==> src/rtl/store_pkg.sv <==
// Shared encodings for the store data path.
//   - Store op encodings as seen on st_op (11 is reserved and behaves as SW).
//   - Memory-side transfer size encodings driven on data_size.
//   - Store FSM state type.
package store_pkg;

  localparam logic [1:0] ST_SB = 2'b00;
  localparam logic [1:0] ST_SH = 2'b01;
  localparam logic [1:0] ST_SW = 2'b10;

  localparam logic [1:0] SZ_BYTE = 2'd0;
  localparam logic [1:0] SZ_HALF = 2'd1;
  localparam logic [1:0] SZ_WORD = 2'd2;

  typedef enum logic [1:0] {
    IDLE = 2'd0,
    REQ  = 2'd1,
    WAIT = 2'd2
  } st_state_e;

endpackage

==> src/rtl/store_align.sv <==
// Combinational store narrowing: replicates the byte/halfword across the
// 32-bit bus and produces byte strobes, transfer size and a misalignment flag.
//   op         in  2       store op (SB/SH/SW, 11 treated as SW)
//   addr       in  ADDR_W  byte address from the pipeline
//   data       in  32      store operand (low 8/16/32 bits used)
//   addr_out   out ADDR_W  address to present to memory
//   wdata      out 32      replicated write data
//   wstrb      out 4       byte enables
//   size       out 2       transfer size
//   misaligned out 1       unaligned SH/SW (only with the check enabled)
// Macro STORE_ADDR_CHECK_EN: when defined, unaligned SH/SW are flagged and the
// address passes through untouched; otherwise the low address bits are forced
// to zero for SH/SW and nothing is ever flagged.
module store_align
  import store_pkg::*;
#(
  parameter int unsigned ADDR_W = 32
) (
  input  logic [1:0]        op,
  input  logic [ADDR_W-1:0] addr,
  input  logic [31:0]       data,
  output logic [ADDR_W-1:0] addr_out,
  output logic [31:0]       wdata,
  output logic [3:0]        wstrb,
  output logic [1:0]        size,
  output logic              misaligned
);

  always_comb begin
    addr_out   = addr;
    misaligned = 1'b0;
    case (op)
      ST_SB: begin
        wdata = {4{data[7:0]}};
        size  = SZ_BYTE;
      end
      ST_SH: begin
        wdata = {2{data[15:0]}};
        size  = SZ_HALF;
`ifdef STORE_ADDR_CHECK_EN
        misaligned = addr[0];
`else
        addr_out[0] = 1'b0;
`endif
      end
      default: begin
        wdata = data;
        size  = SZ_WORD;
`ifdef STORE_ADDR_CHECK_EN
        misaligned = |addr[1:0];
`else
        addr_out[1:0] = 2'b00;
`endif
      end
    endcase

    // Strobes come from the (possibly forced) address so they always match data_addr.
    case (op)
      ST_SB:   wstrb = 4'b0001 << addr_out[1:0];
      ST_SH:   wstrb = addr_out[1] ? 4'b1100 : 4'b0011;
      default: wstrb = 4'b1111;
    endcase
  end

endmodule

==> src/rtl/store_data_unit.sv <==
// Store-side MEM-stage data path: narrows the store operand, buffers one store
// and runs a one-outstanding req/addr_ok/data_ok write handshake to memory.
//   clk, resetn              clock, asynchronous active-low reset
//   st_valid/st_ready        store handshake from MEM stage (ready = FSM idle)
//   st_op/st_addr/st_data    store op, byte address, operand
//   flush                    exception/eret flush
//   st_done                  one-cycle pulse when a store commits
//   st_ades/st_badvaddr      misaligned-store pulse and faulting address
//   data_req/data_wr         memory request (always a write)
//   data_size/addr/wdata/wstrb  registered request payload
//   data_addr_ok/data_data_ok   memory accept / commit
// Macro STORE_ADDR_CHECK_EN enables the alignment fault path; when undefined,
// st_ades/st_badvaddr are tied to 0 and unaligned addresses are forced aligned.
module store_data_unit
  import store_pkg::*;
#(
  parameter int unsigned ADDR_W = 32
) (
  input  logic              clk,
  input  logic              resetn,
  input  logic              st_valid,
  output logic              st_ready,
  input  logic [1:0]        st_op,
  input  logic [ADDR_W-1:0] st_addr,
  input  logic [31:0]       st_data,
  input  logic              flush,
  output logic              st_done,
  output logic              st_ades,
  output logic [ADDR_W-1:0] st_badvaddr,
  output logic              data_req,
  output logic              data_wr,
  output logic [1:0]        data_size,
  output logic [ADDR_W-1:0] data_addr,
  output logic [31:0]       data_wdata,
  output logic [3:0]        data_wstrb,
  input  logic              data_addr_ok,
  input  logic              data_data_ok
);

  st_state_e         state_q, state_d;
  logic              flushed_q, flushed_d;
  logic              load_buf;
  logic              done_d;

  logic [ADDR_W-1:0] al_addr;
  logic [31:0]       al_wdata;
  logic [3:0]        al_wstrb;
  logic [1:0]        al_size;
  logic              al_misaligned;

  store_align #(.ADDR_W(ADDR_W)) u_align (
    .op         (st_op),
    .addr       (st_addr),
    .data       (st_data),
    .addr_out   (al_addr),
    .wdata      (al_wdata),
    .wstrb      (al_wstrb),
    .size       (al_size),
    .misaligned (al_misaligned)
  );

  always_ff @(posedge clk or negedge resetn) begin
    if (!resetn) begin
      state_q   <= IDLE;
      flushed_q <= 1'b0;
    end else begin
      state_q   <= state_d;
      flushed_q <= flushed_d;
    end
  end

  always_comb begin
    state_d   = state_q;
    flushed_d = flushed_q;
    st_ready  = 1'b0;
    data_req  = 1'b0;
    load_buf  = 1'b0;
    done_d    = 1'b0;
    case (state_q)
      IDLE: begin
        st_ready  = 1'b1;
        flushed_d = 1'b0;
        if (st_valid && !flush && !al_misaligned) begin
          load_buf = 1'b1;
          state_d  = REQ;
        end
      end
      REQ: begin
        data_req = 1'b1;
        // Once memory takes the request the write will commit, so a flush
        // arriving in the same cycle must still wait for data_ok.
        if (data_addr_ok) begin
          state_d   = WAIT;
          flushed_d = flush;
        end else if (flush) begin
          state_d = IDLE;
        end
      end
      WAIT: begin
        flushed_d = flushed_q | flush;
        if (data_data_ok) begin
          state_d   = IDLE;
          flushed_d = 1'b0;
          done_d    = !(flushed_q || flush);
        end
      end
      default: state_d = IDLE;
    endcase
  end

  always_ff @(posedge clk or negedge resetn) begin
    if (!resetn) begin
      st_done    <= 1'b0;
      data_size  <= '0;
      data_addr  <= '0;
      data_wdata <= '0;
      data_wstrb <= '0;
    end else begin
      st_done <= done_d;
      if (load_buf) begin
        data_size  <= al_size;
        data_addr  <= al_addr;
        data_wdata <= al_wdata;
        data_wstrb <= al_wstrb;
      end
    end
  end

  assign data_wr = data_req;

`ifdef STORE_ADDR_CHECK_EN
  logic fault;
  assign fault = (state_q == IDLE) && st_valid && !flush && al_misaligned;

  always_ff @(posedge clk or negedge resetn) begin
    if (!resetn) begin
      st_ades     <= 1'b0;
      st_badvaddr <= '0;
    end else begin
      st_ades <= fault;
      if (fault) st_badvaddr <= st_addr;
    end
  end
`else
  assign st_ades     = 1'b0;
  assign st_badvaddr = '0;
`endif

endmodule
==> config.mk <==
export PLATFORM = sky130hd
export DESIGN_NAME = store_data_unit
export DESIGN_NICKNAME = d
export VERILOG_FILES = /design/src/rtl/store_pkg.sv /design/src/rtl/store_align.sv /design/src/rtl/store_data_unit.sv
export SDC_FILE = /design/constraint.sdc
export NUM_CORES = 1
export LEC_CHECK = 0
export CAP_MARGIN = 25
export CORE_MARGIN = 1
export CORE_UTILIZATION = 37
export DETAILED_ROUTE_END_ITERATION = 10
export PLACE_DENSITY = 0.77
export SLEW_MARGIN = 15
export SYNTH_ARGS = -nofsm -noshare
export SYNTH_HDL_FRONTEND = slang
export SYNTH_SLANG_ARGS = --single-unit
==> constraint.sdc <==
create_clock -name clk -period 1.5 [get_ports clk]
set_clock_uncertainty 0.1 [all_clocks]
set_input_delay 0.225 -clock clk [delete_from_list [all_inputs] [get_ports clk]]
set_output_delay 0.225 -clock clk [all_outputs]
set_load 0.01 [all_outputs]
After elaboration in Yosys (flattened, before gate mapping)
Cells that the tools add are included.

Memories kept: 0. Register bits after elaboration: 74. Latch bits: 0. Input bits: 72. Bits in read-only memories: 0. RAM bits: 0.

Eq/ne operators: 7. Multipliers: 0. Div/mod/pow operators: 0. Shifts and indexed selects: 1. Magnitude comparators: 0. Multiplexer cells: 20. Reductions and logical operators: 10. Bitwise logic cells: 1. $add $sub $neg: 0.

Operator list (count): one-hot mux 32 bit (2 select lines) (1); 2-to-1 mux 1 bit (10); 2-to-1 mux 2 bit (4); one-hot mux 4 bit (2 select lines) (1); inequality test 2 bit, second input constant (3); one-hot mux 2 bit (3 select lines) (1); == test 2 x 1 -> 1 bit, second input constant (2); logical NOT 2 bit (2); 2-to-1 mux 4 bit (1); one-hot mux 2 bit (2 select lines) (1); << shifter 1 x 2 -> 4 bit, first input constant (1); inequality test 3 bit, second input constant (1); one-hot mux 1 bit (3 select lines) (1); AND reduction 3 bit (1); nonzero test 3 bit (1); == test 2 bit, second input constant (1); logical NOT 1 bit (2); AND reduction 2 bit (1); OR reduction 2 bit (1); logical AND 1 bit (1); logical OR 1 bit (1); bitwise OR 1 bit (1).

Logic depth before layout (Yosys ltp)
Depth in word-level cells: 5. Mapped depth: 7. Mapped depth without buffers: 5.

Modules after synthesis
A second synthesis with hierarchy kept.

Cell total of the unflattened synthesis: 311. Area total of the unflattened synthesis: 3917.5 um2.

By module, submodules not included: store_data_unit (area an instance 3186.8 um2, instances 1, cells each 215); store_align (area an instance 730.7 um2, instances 1, cells each 96).

Least setup slack after synthesis
No wires, ideal clock.

Path type: register -> register. Start point: register state_q[0]. End point: register data_addr[10]. Path slack: -194 ps. Stages on the path, launching flop included: 7. Data arrival time: 1469 ps. Data required time: 1275 ps. Clock period less this slack: 1694 ps. Cell sequence: dfrtp_1 > inv_1 > ha_1 > nand3b_4 > buf_6 > buf_6 > mux2_4.

Cells in the longest elaborated chain, start to end: 2.

Ends and longest elaborated chain: start, declared (RTL line store_data_unit.sv:40) `st_state_e state_q, state_d;`; start signal, assigned (RTL line store_data_unit.sv:67) `state_q <= state_d;`; logical NOT 2 bit (RTL line store_data_unit.sv:79) `case (state_q)`; 2-to-1 mux 1 bit (RTL line store_data_unit.sv:79); end signal, assigned (RTL line store_data_unit.sv:122) `data_addr <= al_addr;`; end, declared (RTL line store_data_unit.sv:33) `output logic [ADDR_W-1:0] data_addr,`.

No other way between the ends. A chain may end at the register's enable or synchronous reset.

Final worst setup path
Start point: register state_q[1]. End point: register data_addr[31].

Same word-level chain as after synthesis.

==> impl_metrics.json <==
{
  "status": "finished, violations left",
  "violations": "negative setup slack",
  "clock-root-buffer": "clkbuf_8",
  "leakage_uw": 0.00298,
  "synth_edf_count": 0,
  "multi_input_area_um2": 1690,
  "diodes": 0,
  "areaGrowthSynthToFinish_pct": 64.0,
  "mappedNetlistArea_um2": 3640,
  "path_max_fanout": 8,
  "grt_max_degree": 28,
  "antenna_found_initial": 0,
  "maxSlewViolCount": 0,
  "r2r-end": "data_addr[31]",
  "p_per_area_nw_per_um2": 1710,
  "r2r-start": "state_q[1]",
  "clkLatencyLatePin_ns": 0.33,
  "end_kind": "flop",
  "numCtsBuffers": 9,
  "die_h_um": 101,
  "fmax_mhz": 609,
  "post-place-ws_ns": -0.290,
  "path_cells": "inv_2, ha_4, nand3b_4, buf_8, buf_16, mux2_4",
  "ys_seq_area_share_pct": 50.8,
  "rsz0062_at_grt": "yes",
  "synth_seq_cells": 74,
  "hold_viol": 0,
  "fin_crit_ns": 1.64,
  "ant_nets": 0,
  "io_pins": 179,
  "power_uw": 10200,
  "crit_arrival_ns": 1.76,
  "cpPeakStageDelay_ns": 0.43,
  "crit_type": "flop to flop",
  "most-common-layout-cells": "74 x dfrtp_1, 71 x dlygate4sd2_1, 70 x clkdlybuf4s50_1, 38 x mux2_4, 35 x buf_4",
  "final_nets": 567,
  "cap_violations": 0,
  "synth_area_per_cell_um2": 12.5,
  "place_hpwl_um": 7250,
  "start_util_pct": 38.9,
  "reg2reg_slack_ns": -0.14,
  "htree_levels": 3,
  "grt_pass1_vias": 2954,
  "yosys-top-cells-area": "dfrtp_1 51%, mux2_4 16%, buf_4 7.0%",
  "vias_per_cell": 4.62,
  "num_rows": 35,
  "async_flop_share_pct": 100,
  "remaining_drc_errors": 0,
  "setup_viol_count_final": 61,
  "drtIter0Drc": 66,
  "cp_slowest_cell": "dfrtp_1",
  "seq_area_um2": 1850,
  "die_w_um": 101,
  "drtPass1Iterations": 4,
  "setup_ws_ns": -0.141,
  "fillers": 782,
  "gp_congestion": 0.890,
  "cts_tree": "done",
  "core_um2": 9370,
  "ir_drop_mv": 0.746,
  "required_ns": 1.62,
  "clkTransAtPathRegs_ns": 0.08,
  "routedWlPerCell_um": 16.9,
  "post_dp_cell_area_um2": 5390,
  "postLayoutCellArea_um2": 5970,
  "synth_ff_type": "dfrtp_1",
  "synthCells": 291,
  "synth_top_area_cell": "dfrtp_1",
  "clk_path_buf_depth": 2,
  "yosys_warnings": 0,
  "min_period_over_period_pct": 109,
  "hp-class": "input port to async pin",
  "grt_usage_pct": 20.4,
  "yosysUniqueCellTypes": 29,
  "wirelength_um": 10600,
  "die_area_um2": 10200,
  "cp-start-kind": "flop",
  "drive_gt1_share_pct": 33.3,
  "synth_top_cell_area_share_pct": 50.8,
  "rr_worst_depth": 6,
  "overflow": 0,
  "clock-sinks": 74,
  "port_buffers": 145,
  "layout_commonest_cell": "dfrtp_1",
  "grt_pass1_wl_um": 15700,
  "vias": 2885
}
==> area by class of cell <==
cell class / instances / share of cell area [%]
clock buffers: 10 / 2.30
clock inverters: 5 / 0.921
inverters: 4 / 0.251
multi-input cells: 197 / 28.3
flip-flops and latches: 74 / 31.0
well taps: 129 / 2.70
repair buffers: 206 / 34.5
==> worst max-delay path by stage <==
stage,endpoint,startpoint,cells after the start,slack (ns)
after floorplan,data_addr[10],state_q[0],6,-0.03
after global placement,data_wdata[26],st_op[0],5,-0.24
after detailed placement,data_wdata[24],st_op[0],5,-0.29
after CTS,data_addr[27],state_q[1],6,-0.12
after global routing,data_addr[31],state_q[1],6,-0.17
final,data_addr[31],state_q[1],6,-0.14
==> Yosys cell counts (all sizes together), types with 2 or more instances <==
cell type  instances
dfrtp             74
buf               47
mux2              47
nand2             33
o21ai             31
mux2i             24
a21oi              5
inv                4
ha                 3
nand2b             3
nor2b              3
nor3               3
clkbuf             2
==> registers in the layout (all words and copies together), names as in the netlist <==
name and flops:
data_addr 32, data_size 2, data_wdata 32, data_wstrb 4
flushed_q 1, st_done 1, state_q 2
==> worst max-delay path, delay by kind of cell (launching register included) <==
kind | cells | cell delay, ns
simple gates | 1 | 0.13
fa+ha+maj | 1 | 0.15
mux | 1 | 0.30
buf+inv | 3 | 0.42
flops | 1 | 0.43
==> power by group <==
group / switching, uW / leakage (uW) / internal [uW] / total (uW)
registers: 627 / 0.000899 / 2970 / 3590
logic: 2110 / 0.00199 / 2960 / 5070
clock network: 741 / 0.0000941 / 799 / 1540
==> through the flow <==
stage | TNS [ns] | hold WS (ns) | util, % | std cells
2_1_floorplan | -0.987 | -0.171 | - | 323
3_3_place_gp | -12.08 | 0.0623 | 57.5 | 590
3_5_place_dp | -13.25 | 0.0621 | 57.5 | 590
4_1_cts | -5.08 | 0.239 | 62.4 | 624
5_1_grt | -8.16 | 0.266 | 63.8 | 625
6_report | -5.69 | 0.249 | 63.8 | 625
==> repair_timing <==
item                                    4_1_cts  5_1_grt
resized for setup                           140       35
buffers inserted                             12        1
endpoints found under the setup margin      131       74
hold buffers                                  1        0
pin swaps                                     9       13
endpoints found under the hold margin        22        0
gates cloned                                  6        2
==> layer usage <==
layer	vias up	global-route usage, %	part of all wire [%]
met5	-	0	0
met4	0	7.02	1.8
met3	15	3.86	5.2
met2	109	36.1	52
met1	1423	24.9	41
li1	1338	-	-
==> cells by family after synthesis <==
logic type	Yosys count	synth area share, %
other	1	0.103
muxes	71	25.0
and+or+nand+nor	47	6.18
adders and majority gates	3	1.03
buffers and inverters	53	10.4
AOI/OAI and AO/OA	42	6.39
DFF	74	50.8
No activity file was read; power rests on OpenSTA's default activity.
